===== src/rtl/fetch_pkg.sv =====
// Shared types and constants for the instruction fetch stage.
package fetch_pkg;

  localparam logic [31:0] PC_STEP = 32'd4;

  typedef enum logic [1:0] {
    IDLE,
    FETCH,
    DRAIN
  } fetch_state_t;

  typedef struct packed {
    logic [31:0] instr;
    logic [31:0] pc;
    logic        pred_taken;
    logic [31:0] pred_target;
  } fetch_entry_t;

endpackage


===== src/rtl/fetch_queue.sv =====
// In-order FIFO of fetch_entry_t with flush; used for both the pending
// request metadata and the decode queue. DEPTH must be a power of 2, >= 2.
// An empty queue presents an all-zero head.
module fetch_queue
  import fetch_pkg::*;
#(
  parameter int unsigned DEPTH = 4
) (
  input  logic                   clk,
  input  logic                   rst,
  input  logic                   push,
  input  fetch_entry_t           push_data,
  input  logic                   pop,
  input  logic                   flush,
  output fetch_entry_t           head,
  output logic                   valid,
  output logic [$clog2(DEPTH):0] count
);

  localparam int unsigned AW = $clog2(DEPTH);
  localparam int unsigned CW = AW + 1;

  fetch_entry_t  mem [DEPTH];
  logic [AW-1:0] wr_ptr;
  logic [AW-1:0] rd_ptr;
  logic          do_push;
  logic          do_pop;

  assign valid   = (count != '0);
  assign do_pop  = pop && valid;
  assign do_push = push && ((count != CW'(DEPTH)) || do_pop);
  assign head    = valid ? mem[rd_ptr] : '0;

  // Pointer and occupancy bookkeeping; flush empties the queue outright.
  always_ff @(posedge clk) begin
    if (!rst) begin
      wr_ptr <= '0;
      rd_ptr <= '0;
      count  <= '0;
    end else if (flush) begin
      wr_ptr <= '0;
      rd_ptr <= '0;
      count  <= '0;
    end else begin
      if (do_push) wr_ptr <= wr_ptr + AW'(1);
      if (do_pop)  rd_ptr <= rd_ptr + AW'(1);
      count <= count + CW'(do_push) - CW'(do_pop);
    end
  end

  // Entry storage; contents are don't-care until written.
  always_ff @(posedge clk) begin
    if (do_push && !flush) mem[wr_ptr] <= push_data;
  end

endmodule


===== src/rtl/fetch_unit.sv =====
// Instruction fetch stage: owns the PC, issues imem requests under a credit
// limit, queues returned instructions for decode, and handles execute
// redirects by flushing and draining stale responses.
// Optional feature macro: FETCH_BP_EN (use bpHit/bpTarget for next PC).
module fetch_unit
  import fetch_pkg::*;
#(
  parameter logic [31:0] RESET_PC    = 32'h0000_0000,
  parameter int unsigned QUEUE_DEPTH = 4
) (
  input  logic        clk,
  input  logic        rst,
  output logic [31:0] fetchPc,
  input  logic        bpHit,
  input  logic [31:0] bpTarget,
  output logic        imemReq,
  input  logic        imemReady,
  input  logic        imemRvalid,
  input  logic [31:0] imemRdata,
  input  logic        exRedirect,
  input  logic [31:0] exRedirectPc,
  output logic        decValid,
  input  logic        decReady,
  output logic [31:0] decInstr,
  output logic [31:0] decPc,
  output logic        decPredTaken,
  output logic [31:0] decPredTarget
);

  localparam int unsigned CW = $clog2(QUEUE_DEPTH) + 1;
  localparam logic [CW:0] DEPTH_W = (CW + 1)'(QUEUE_DEPTH);

  fetch_state_t  state;
  fetch_state_t  state_next;
  logic [31:0]   pc_q;
  logic [31:0]   pc_seq;
  logic          pred_taken;
  logic [31:0]   pred_target;
  logic [CW-1:0] drop_count;
  logic [CW-1:0] drop_next;
  logic [CW-1:0] outstanding;
  logic [CW-1:0] pend_count;
  logic [CW-1:0] dq_count;
  logic [CW:0]   in_flight;
  logic          credit_ok;
  logic          accept;
  logic          resp_keep;
  logic          dec_pop;
  logic          pend_valid;
  fetch_entry_t  pend_in;
  fetch_entry_t  pend_head;
  fetch_entry_t  dq_in;
  fetch_entry_t  dq_head;
  logic          unused_pend;

  assign fetchPc = pc_q;
  assign pc_seq  = pc_q + PC_STEP;

`ifdef FETCH_BP_EN
  assign pred_taken  = bpHit;
  assign pred_target = bpHit ? bpTarget : pc_seq;
`else
  logic unused_bp;
  assign unused_bp   = ^{bpHit, bpTarget};
  assign pred_taken  = 1'b0;
  assign pred_target = pc_seq;
`endif

  // Credit covers both requests in flight and entries awaiting decode.
  assign in_flight   = {1'b0, pend_count} + {1'b0, dq_count};
  assign credit_ok   = (in_flight < DEPTH_W);
  // The pending FIFO is flushed on entering DRAIN, so drop_count alone tracks it there.
  assign outstanding = (state == DRAIN) ? drop_count : pend_count;

  assign accept    = imemReq && imemReady;
  assign resp_keep = (state == FETCH) && imemRvalid && !exRedirect;
  assign dec_pop   = decValid && decReady && !exRedirect;

  // Next-state, request enable and drop accounting; redirect overrides all.
  always_comb begin
    state_next = state;
    drop_next  = drop_count;
    imemReq    = 1'b0;
    case (state)
      IDLE:  state_next = FETCH;
      FETCH: imemReq = credit_ok;
      DRAIN: begin
        if (imemRvalid) begin
          drop_next = drop_count - CW'(1);
          if (drop_count == CW'(1)) state_next = FETCH;
        end
      end
      default: state_next = IDLE;
    endcase
    if (exRedirect) begin
      imemReq   = 1'b0;
      drop_next = (imemRvalid && (outstanding != '0)) ? outstanding - CW'(1) : outstanding;
      state_next = (drop_next != '0) ? DRAIN : FETCH;
    end
  end

  // State and drop counter registers.
  always_ff @(posedge clk) begin
    if (!rst) begin
      state      <= IDLE;
      drop_count <= '0;
    end else begin
      state      <= state_next;
      drop_count <= drop_next;
    end
  end

  // Program counter: redirect wins, otherwise advance on each accepted request.
  always_ff @(posedge clk) begin
    if (!rst) begin
      pc_q <= RESET_PC;
    end else if (exRedirect) begin
      pc_q <= exRedirectPc;
    end else if (accept) begin
      pc_q <= pred_target;
    end
  end

  assign pend_in = '{instr: '0, pc: pc_q, pred_taken: pred_taken, pred_target: pred_target};

  fetch_queue #(
    .DEPTH(QUEUE_DEPTH)
  ) u_pending (
    .clk      (clk),
    .rst      (rst),
    .push     (accept),
    .push_data(pend_in),
    .pop      (resp_keep),
    .flush    (exRedirect),
    .head     (pend_head),
    .valid    (pend_valid),
    .count    (pend_count)
  );

  assign unused_pend = ^{pend_head.instr, pend_valid};

  assign dq_in = '{instr: imemRdata, pc: pend_head.pc,
                   pred_taken: pend_head.pred_taken, pred_target: pend_head.pred_target};

  fetch_queue #(
    .DEPTH(QUEUE_DEPTH)
  ) u_decode (
    .clk      (clk),
    .rst      (rst),
    .push     (resp_keep),
    .push_data(dq_in),
    .pop      (dec_pop),
    .flush    (exRedirect),
    .head     (dq_head),
    .valid    (decValid),
    .count    (dq_count)
  );

  assign decInstr      = dq_head.instr;
  assign decPc         = dq_head.pc;
  assign decPredTaken  = dq_head.pred_taken;
  assign decPredTarget = dq_head.pred_target;

endmodule


===== config.mk =====
export PLATFORM = sky130hd
export DESIGN_NAME = fetch_unit
export DESIGN_NICKNAME = d
export VERILOG_FILES = /design/src/rtl/fetch_pkg.sv /design/src/rtl/fetch_queue.sv /design/src/rtl/fetch_unit.sv
export SDC_FILE = /design/constraint.sdc
export NUM_CORES = 1
export LEC_CHECK = 0
export ABC_CLOCK_PERIOD_IN_PS = 20400
export CAP_MARGIN = 20
export CORE_UTILIZATION = 25
export DETAILED_ROUTE_END_ITERATION = 8
export GPL_ROUTABILITY_DRIVEN = 0
export PLACE_DENSITY = 0.37
export SETUP_SLACK_MARGIN = 0.2
export SYNTH_ARGS = -nofsm -noshare
export SYNTH_HDL_FRONTEND = slang
export SYNTH_HIERARCHICAL = 1
export SYNTH_SLANG_ARGS = --single-unit

===== constraint.sdc =====
create_clock -name clk -period 20.4 [get_ports clk]
set_input_delay 5.1 -clock clk [delete_from_list [all_inputs] [get_ports clk]]
set_output_delay 5.1 -clock clk [all_outputs]
set_load 0.1 [all_outputs]

Word level (Yosys, flattened, before mapping)
Memory sizes are Yosys's and may differ from the RTL's. A register that Yosys moved wholly into a read port is not among the register bits.
Index checks and enable logic that the tools add are counted.
{"block": "totals", "ram_bits": 644, "wordCells": 83, "mem_count": 2, "input_bits": 103, "reg_bits": 51}
{"block": "classes", "bitwise": 1, "eq_ne": 8, "n_addsub": 12, "order_cmp": 1, "muxes": 24, "reduce_logical": 26}
{"name": "u_decode.mem", "words": 4, "width": 97, "read_ports": 1, "rd_ports_with_merged_regs": 1, "write_ports": 1, "line_no": "fetch_queue.sv:23", "text": "fetch_entry_t mem [DEPTH];"}
{"name": "u_pending.mem", "words": 4, "width": 64, "read_ports": 1, "rd_ports_with_merged_regs": 1, "write_ports": 1, "line_no": "fetch_queue.sv:23"}
{"operator": "$mux W97", "n": 1}
{"operator": "$mux W65", "n": 1}
{"operator": "$mux W32", "n": 2}
{"operator": "$add A32 B3 Y32 const B", "n": 1}
{"operator": "$mux W2", "n": 8}
{"operator": "$mux W3", "n": 5}
{"operator": "$logic_and A1 B1 Y1", "n": 12}
{"operator": "$reduce_bool A3 Y1", "n": 4}
{"operator": "$ne A3 B3 Y1 const B", "n": 3}
{"operator": "$add A2 B1 Y2 const B", "n": 4}
{"operator": "$add A3 B1 Y3", "n": 2}
{"operator": "$mux W1", "n": 6}
{"operator": "$pmux W2 S3", "n": 1}
{"operator": "$reduce_bool A2 Y1", "n": 3}
{"operator": "$sub A3 B1 Y3", "n": 2}
{"operator": "$sub A3 B1 Y3 const B", "n": 2}
{"operator": "$add A3 B3 Y4", "n": 1}
{"operator": "$lt A4 B3 Y1 const B", "n": 1}
{"operator": "$eq A3 B1 Y1 const B", "n": 1}
{"operator": "$ne A3 B2 Y1 const B", "n": 1}
{"operator": "$reduce_and A3 Y1", "n": 1}
{"operator": "$eq A2 B1 Y1 const B", "n": 1}
{"operator": "$eq A2 B2 Y1 const B", "n": 1}
{"operator": "$logic_not A2 Y1", "n": 1}
{"operator": "6 further kinds", "n": 7}

Depth between registers and ports, before layout
Gate-level depths: netlist of the first run.
{"block": "logic_depth", "depth_word": 9, "depth_mapped": 14, "mapped_depth_nobuf": 13}

By module
The synthesis of the first run kept the hierarchy.
{"module": "fetch_queue", "cells_per_inst": 667, "area_per_inst_um2": 15110.7, "n_inst": 2, "seq_area_each_um2": 11831.3}
{"module": "fetch_unit", "cells_per_inst": 346, "area_per_inst_um2": 2742.6, "n_inst": 1, "seq_area_each_um2": 740.7}

Worst setup path before layout of the first run
Ideal clock, no wire load.
{"block": "synth_timing", "path_kind": "input to register", "start": "in exRedirect", "end": "mem u_pending/mem[0][0] (netlist name), enable pin", "setup_time_ps": 691, "stages": 6, "path_slack_ps": 6541, "t_arrival_ps": 13167, "n_path_buf": 1, "path_cell_list": "nor3b_2 nand4_2 inv_2 buf_2 nand2_1 nor3b_1"}
{"block": "synth_between", "elab_cells_between_ends": 10, "classes_between": "mux: 3; reduce/logical: 7"}
{"item": "from (decl)", "line_no": "fetch_unit.sv:20", "text": "input logic exRedirect,"}
{"item": "$mux W1", "line_no": "fetch_unit.sv:95", "text": "if (exRedirect) begin"}
{"item": "$logic_and A1 B1 Y1", "line_no": "fetch_unit.sv:75", "text": "assign accept = imemReq && imemReady;"}
{"item": "net accept", "line_no": "fetch_unit.sv:46", "text": "logic accept;"}
{"item": "$logic_and A1 B1 Y1", "line_no": "fetch_queue.sv:31", "text": "assign do_push = push && ((count != CW'(DEPTH)) || do_pop);"}
{"item": "$logic_and A1 B1 Y1", "line_no": "fetch_queue.sv:53", "text": "if (do_push && !flush) mem[wr_ptr] <= push_data;"}
{"item": "$mux W1", "line_no": "fetch_queue.sv:53"}
{"item": "$mux W1 (not written as such)", "line_no": "fetch_queue.sv:53"}
{"item": "to (decl)", "line_no": "fetch_queue.sv:23"}
The timed path passes the listed nets, and every way through them passes these cells.

Worst setup path after layout of the first run
{"block": "layout_timing", "start": "in exRedirect", "end": "out imemReq"}
{"block": "layout_between", "elab_chain_len": 1}
{"item": "$mux W1", "line_no": "fetch_unit.sv:95"}
{"item": "to (decl)", "line_no": "fetch_unit.sv:16", "text": "output logic imemReq,"}
No other way between the ends.

==> results of run 1 <==
-- cell type report --
| cell class | instances | area share |
|---|---|---|
| clock buffer | 106 | 0.0658 |
| clock inverter | 47 | 0.0118 |
| timing repair buffer | 240 | 0.0663 |
| sequential | 703 | 0.594 |
| inverter | 26 | 0.00282 |
| tap | 1488 | 0.0538 |
| multi-input combinational | 668 | 0.205 |
-- worst reg2reg max path, stage by stage (launching register included) --
cell and delay (ns):
dfxtp_1 0.51, ha_1 0.29, nor3_1 0.27, nand4_2 0.12, buf_4 0.27, inv_2 0.50
nand2_1 0.33, nor3b_2 0.40, buf_4 0.37, buf_4 0.75
-- worst paths after layout --
check                              end  cells past startpoint
setup / recovery               imemReq                      5
hold / removal    u_pending/mem[0][59]                      0
setup reg to reg  u_pending/mem[2][10]                      9
hold reg to reg   u_pending/mem[0][59]                      0
-- routing by layer --
metal / wire, um / global-route usage / up-vias
met5: 0 / 0 / -
met4: 1700 / 0.0359 / 0
met3: 3770 / 0.0302 / 97
met2: 35000 / 0.212 / 347
met1: 34000 / 0.178 / 7488
li1: - / - / 6398
-- per-stage QoR --
stage	instance area (um2)	setup WS [ns]	utilization
6_report	34600	8.08	0.311
5_1_grt	34600	7.97	0.311
4_1_cts	34600	8.01	0.311
3_5_place_dp	31900	8.02	0.287
3_3_place_gp	31900	8.02	0.287
2_1_floorplan	28100	6.75	-
-- report_power, final --
part / internal (mW) / switching, mW
combinational: 0.0444 / 0.110
sequential: 1.58 / 0.0149
clock: 0.865 / 0.584
total: 2.49 / 0.710
-- state kept, by name, summed over array words and instances (netlist names), named ones only --
| name | cells |
|---|---|
| state | 2 |
| drop_count | 3 |
| u_pending/count | 3 |
| fetchPc | 32 |
| u_decode/count | 3 |
| u_pending/mem | 260 |
| u_pending/rd_ptr | 2 |
| u_decode/rd_ptr | 2 |
| u_decode/wr_ptr | 2 |
| u_decode/mem | 388 |
| u_pending/wr_ptr | 2 |
-- layout by cell type, fill, tap and decap left out, types with 8 or more instances in the layout --
cell type and n:
a21oi_1 22, a31oi_1 9, and2_1 165, and3_1 12, buf_4 39, clkbuf_1 16
clkbuf_16 87, clkdlybuf4s50_1 198, clkinv_1 16, clkinv_2 17, dfxtp_1 51, edfxtp_1 648
ha_1 19, inv_1 25, mux4_2 162, nand2_1 22, nand3_1 34, nor2_1 40
nor3_1 16, nor3b_2 9, o211ai_1 8, o21ai_0 20, xnor2_1 17, xor2_1 20
==> results.json, run 1 <==
{
  "io_buffer_count": 200,
  "powerDensity_nw_per_um2": 92.5,
  "tightest_slew_ns": 1.14,
  "cts_resized": 0,
  "drc_errors": 0,
  "critPathMaxFanout": 50,
  "htree_levels": 3,
  "rows": 122,
  "n_antenna_cell": 0,
  "dpl.hpwl_um": 44600,
  "critical_path_class": "in2out",
  "grt_max_degree": 78,
  "slew_viol_final": 0,
  "fin_crit_sh": 0.604,
  "instances_no_fill": 3278,
  "die_height_um": 337,
  "crit_path_top_delay_cell": "clkdlybuf4s50_1",
  "die_area_um2": 114000,
  "maxCapViolCount": 0,
  "postCtsSetupBuffers": 0,
  "multiInputGateArea_um2": 7090,
  "ctsHoldBuffers": 0,
  "cp.arrival_ns": 7.22,
  "dp.cells": 3124,
  "nNetsFinal": 1847,
  "drt-pass1-iter-count": 5,
  "tns_ns": 0,
  "via_per_inst": 4.37,
  "coreArea_um2": 111000,
  "critPathMaxStageDelay_ns": 1.15,
  "yosys_warnings": 6,
  "grt_pass1_vias": 15500,
  "hold_violations": 0,
  "required_ns": 15.30,
  "pin_count": 234,
  "ant_nets": 0,
  "vias": 14300,
  "clock_latency_ns": 0.64,
  "start_kind": "primary input",
  "grt.total_usage": 0.132,
  "cts_root_buf": "clkbuf_16",
  "synthCells": 1479,
  "worst-r2r-setup-slack_ns": 16.17,
  "relSlewSlack": 0.236,
  "outcome": "finished clean",
  "routedWlPerCell_um": 22.7,
  "grt_pass1_wl_um": 108000,
  "min-delay-start": "fetchPc[26]",
  "hp-class": "reg2reg",
  "cp-end-kind": "output pin",
  "startpoint": "exRedirect",
  "p_leak_nw": 10.5,
  "cp_top_family": "buffers and inverters",
  "grt.overflow.total": 0,
  "ir_drop_uv": 51.7,
  "timing.final.crit_period_ns": 12.32,
  "fmax_mhz": 81.2,
  "initialDrtViolationCount": 719,
  "area.growth.synth_to_final_pct": 23.0,
  "netlist_area_um2": 28100,
  "die_w_um": 337,
  "ff_latch_area_um2": 20600,
  "worstPathCellList": "buf_2 > buf_4 > nor3b_2 > and3_1 > clkdlybuf4s50_1",
  "layout-drive-gt1-share": 0.203,
  "crit_buf_inv": 3,
  "path_clk_slew_ns": 0.06,
  "start_util": 0.253,
  "cts_buffer_depth": 3,
  "clock_sinks": 703,
  "finClkSkew_ns": 0.0234,
  "wl_um": 74400,
  "antenna_found_initial": 3,
  "rsz0062_at_grt": "no",
  "cts_made_buffers": 84,
  "synth_area_per_cell_um2": 19.0,
  "worstReg2RegStart": "u_pending/count[2]",
  "num-fill-cells": 11000,
  "setup_viol": 0,
  "fin_hold_ws_ns": 0.494,
  "p_total_mw": 3.20,
  "cts_tree": "done"
}
No activity file was read; power rests on OpenSTA's default activity.
==> run 2: changes to the inputs <==
Settings changed: ABC_CLOCK_PERIOD_IN_PS 20400 to 12200.
Clock period 20.4 ns to 12.2 ns, I/O delays scaled along.
==> run 2 against run 1 <==
Core utilization about the same. Routed wire length increased by 0.35%. Worst setup slack got worse by 4.1 ns. Combinational power increased by 65%. Sequential cell count unchanged. Highest routed layer unchanged. Register-to-register slack got worse by 8.5 ns. Cell area about the same. Critical endpoint unchanged.
==> results.json, run 2 (synthesis results as in run 1) <==
{
  "p_leak_nw": 10.5,
  "vias": 14400,
  "wl_um": 74700,
  "outcome": "finished clean",
  "start_util": 0.253,
  "htree_levels": 3,
  "post-place-ws_ns": 3.89,
  "grt_pass1_wl_um": 108000,
  "whs_path_depth": 2,
  "die_w_um": 337,
  "cp.arrival_ns": 5.19,
  "layout-drive-gt1-share": 0.201,
  "dpl.hpwl_um": 43800,
  "start_kind": "primary input",
  "grt_pass1_vias": 15700,
  "io_buffer_count": 200,
  "rows": 122,
  "nNetsFinal": 1843,
  "p_int_mw": 4.19,
  "num-fill-cells": 11000,
  "ctsHoldBuffers": 0,
  "via_per_inst": 4.41,
  "routedWlPerCell_um": 22.8,
  "finClkSkew_ns": 0.0350,
  "rsz0062_at_grt": "no",
  "fin_hold_ws_ns": 0.526,
  "grt_max_degree": 70,
  "postPlaceCellArea_um2": 31900,
  "relSlewSlack": 0.246,
  "drc_errors": 0,
  "critical_path_class": "in2out",
  "antenna_found_initial": 1,
  "required_ns": 9.15,
  "worstReg2RegStart": "u_decode/count[1]",
  "grt.overflow.total": 0,
  "fin_crit_sh": 0.675,
  "hold_violations": 0,
  "path_clk_slew_ns": 0.06,
  "powerDensity_nw_per_um2": 156,
  "multiInputGateArea_um2": 7090,
  "regMostFlops": "u_decode/mem",
  "postCtsSetupBuffers": 0,
  "clock_latency_ns": 0.66,
  "final_cell_mix": "edfxtp_1 (648), clkdlybuf4s50_1 (198), and2_1 (165)",
  "ir_drop_uv": 85.5,
  "fin_util": 0.312,
  "switching_share": 0.224,
  "cts_root_buf": "clkbuf_16",
  "fin_area_um2": 34600,
  "worstPathCellList": "buf_2 > buf_4 > nor3b_2 > and3_1 > clkdlybuf4s50_1",
  "cts_tree": "done",
  "setup_viol": 0,
  "cts_resized": 0,
  "grt.total_usage": 0.133,
  "critPathMaxStageDelay_ns": 1.15,
  "setup_ws_ns": 3.96,
  "ant_nets": 0,
  "largest_reg_flops": 388,
  "cp-end-kind": "output pin",
  "hp-class": "reg2reg",
  "r2r_cells": 8,
  "n_antenna_cell": 0,
  "min_to": "u_pending/rd_ptr[1]",
  "initialDrtViolationCount": 844,
  "r2r-end": "u_decode/mem[2][71]",
  "seq_power_share": 0.495,
  "fmax_mhz": 121,
  "cts_made_buffers": 84,
  "min-delay-start": "u_pending/rd_ptr[1]",
  "die_height_um": 337,
  "coreArea_um2": 111000,
  "p_sw_mw": 1.21,
  "crit_path_top_delay_cell": "clkdlybuf4s50_1",
  "power_frac_clock": 0.458,
  "area.growth.synth_to_final_pct": 23.1,
  "layout_commonest_cell": "edfxtp_1",
  "maxCapViolCount": 0,
  "tns_ns": 0,
  "worst-r2r-setup-slack_ns": 7.70,
  "clock_sinks": 703,
  "comb_power_share": 0.048,
  "timing.final.crit_period_ns": 8.24,
  "die_area_um2": 114000,
  "cts_buffer_depth": 3,
  "ff_latch_area_um2": 20600,
  "critPathMaxFanout": 50,
  "tightest_slew_ns": 1.13,
  "drt-pass1-iter-count": 6,
  "pin_count": 234,
  "slew_viol_final": 0
}
==> run 2: cell types whose count changed in the layout (fill, tap and decap cells not counted), moves of 2 or more <==
cell and delta:
clkbuf_16 -3, clkinv_2 -7, clkinv_1 -4, buf_4 -4
inv_16 +2, clkbuf_1 +5, clkbuf_8 +5
==> run 2: how the worst max path moves through the flow <==
| stage | start | to | slack, ns | depth (start not counted) |
|---|---|---|---|---|
| 2_1_floorplan | exRedirect | u_decode/mem[0][0] | 0.60 | 6 |
| 3_3_place_gp | exRedirect | imemReq | 3.90 | 5 |
| 3_5_place_dp | exRedirect | imemReq | 3.89 | 5 |
| 6_report | exRedirect | imemReq | 3.96 | 5 |
| 5_1_grt | exRedirect | imemReq | 3.84 | 5 |
| 4_1_cts | exRedirect | imemReq | 3.88 | 5 |
==> run 2: power by group through the flow <==
| stage | combinational [mW] | sequential [mW] | clock, mW |
|---|---|---|---|
| 2_1_floorplan | 0.119 | 2.76 | 0 |
| 3_3_place_gp | 0.259 | 2.72 | 0 |
| 3_5_place_dp | 0.261 | 2.72 | 0 |
| 4_1_cts | 0.262 | 2.67 | 2.57 |
| 5_1_grt | 0.271 | 2.67 | 2.65 |
| 6_report | 0.256 | 2.67 | 2.47 |
==> run 2: worst max-delay path, delay by kind of cell <==
family	cells	cell delay, ns
buffers and inverters	3	1.54
AND/OR/NAND/NOR	2	0.56
==> run 2: layout make-up <==
class | instances | area share
clock inverter | 39 | 0.0129
clock buffer | 113 | 0.0661
sequential | 703 | 0.594
multi-input combinational | 668 | 0.205
timing repair buffer | 236 | 0.0657
tap | 1488 | 0.0537
inverter | 26 | 0.00282
==> run 2: per-layer routing <==
layer	global-route usage	routed length [um]	vias to the layer above
met1	0.180	34300	7588
met4	0.0352	1650	0
met2	0.215	35300	334
met3	0.0280	3380	117
met5	0	0	-
li1	-	-	6383
==> run 2: through the flow <==
step | total power, mW | instances
6_report | 5.40 | 3273
5_1_grt | 5.59 | 3273
4_1_cts | 5.50 | 3273
3_5_place_dp | 2.98 | 3121
3_3_place_gp | 2.98 | 3121
2_1_floorplan | 2.88 | 1482
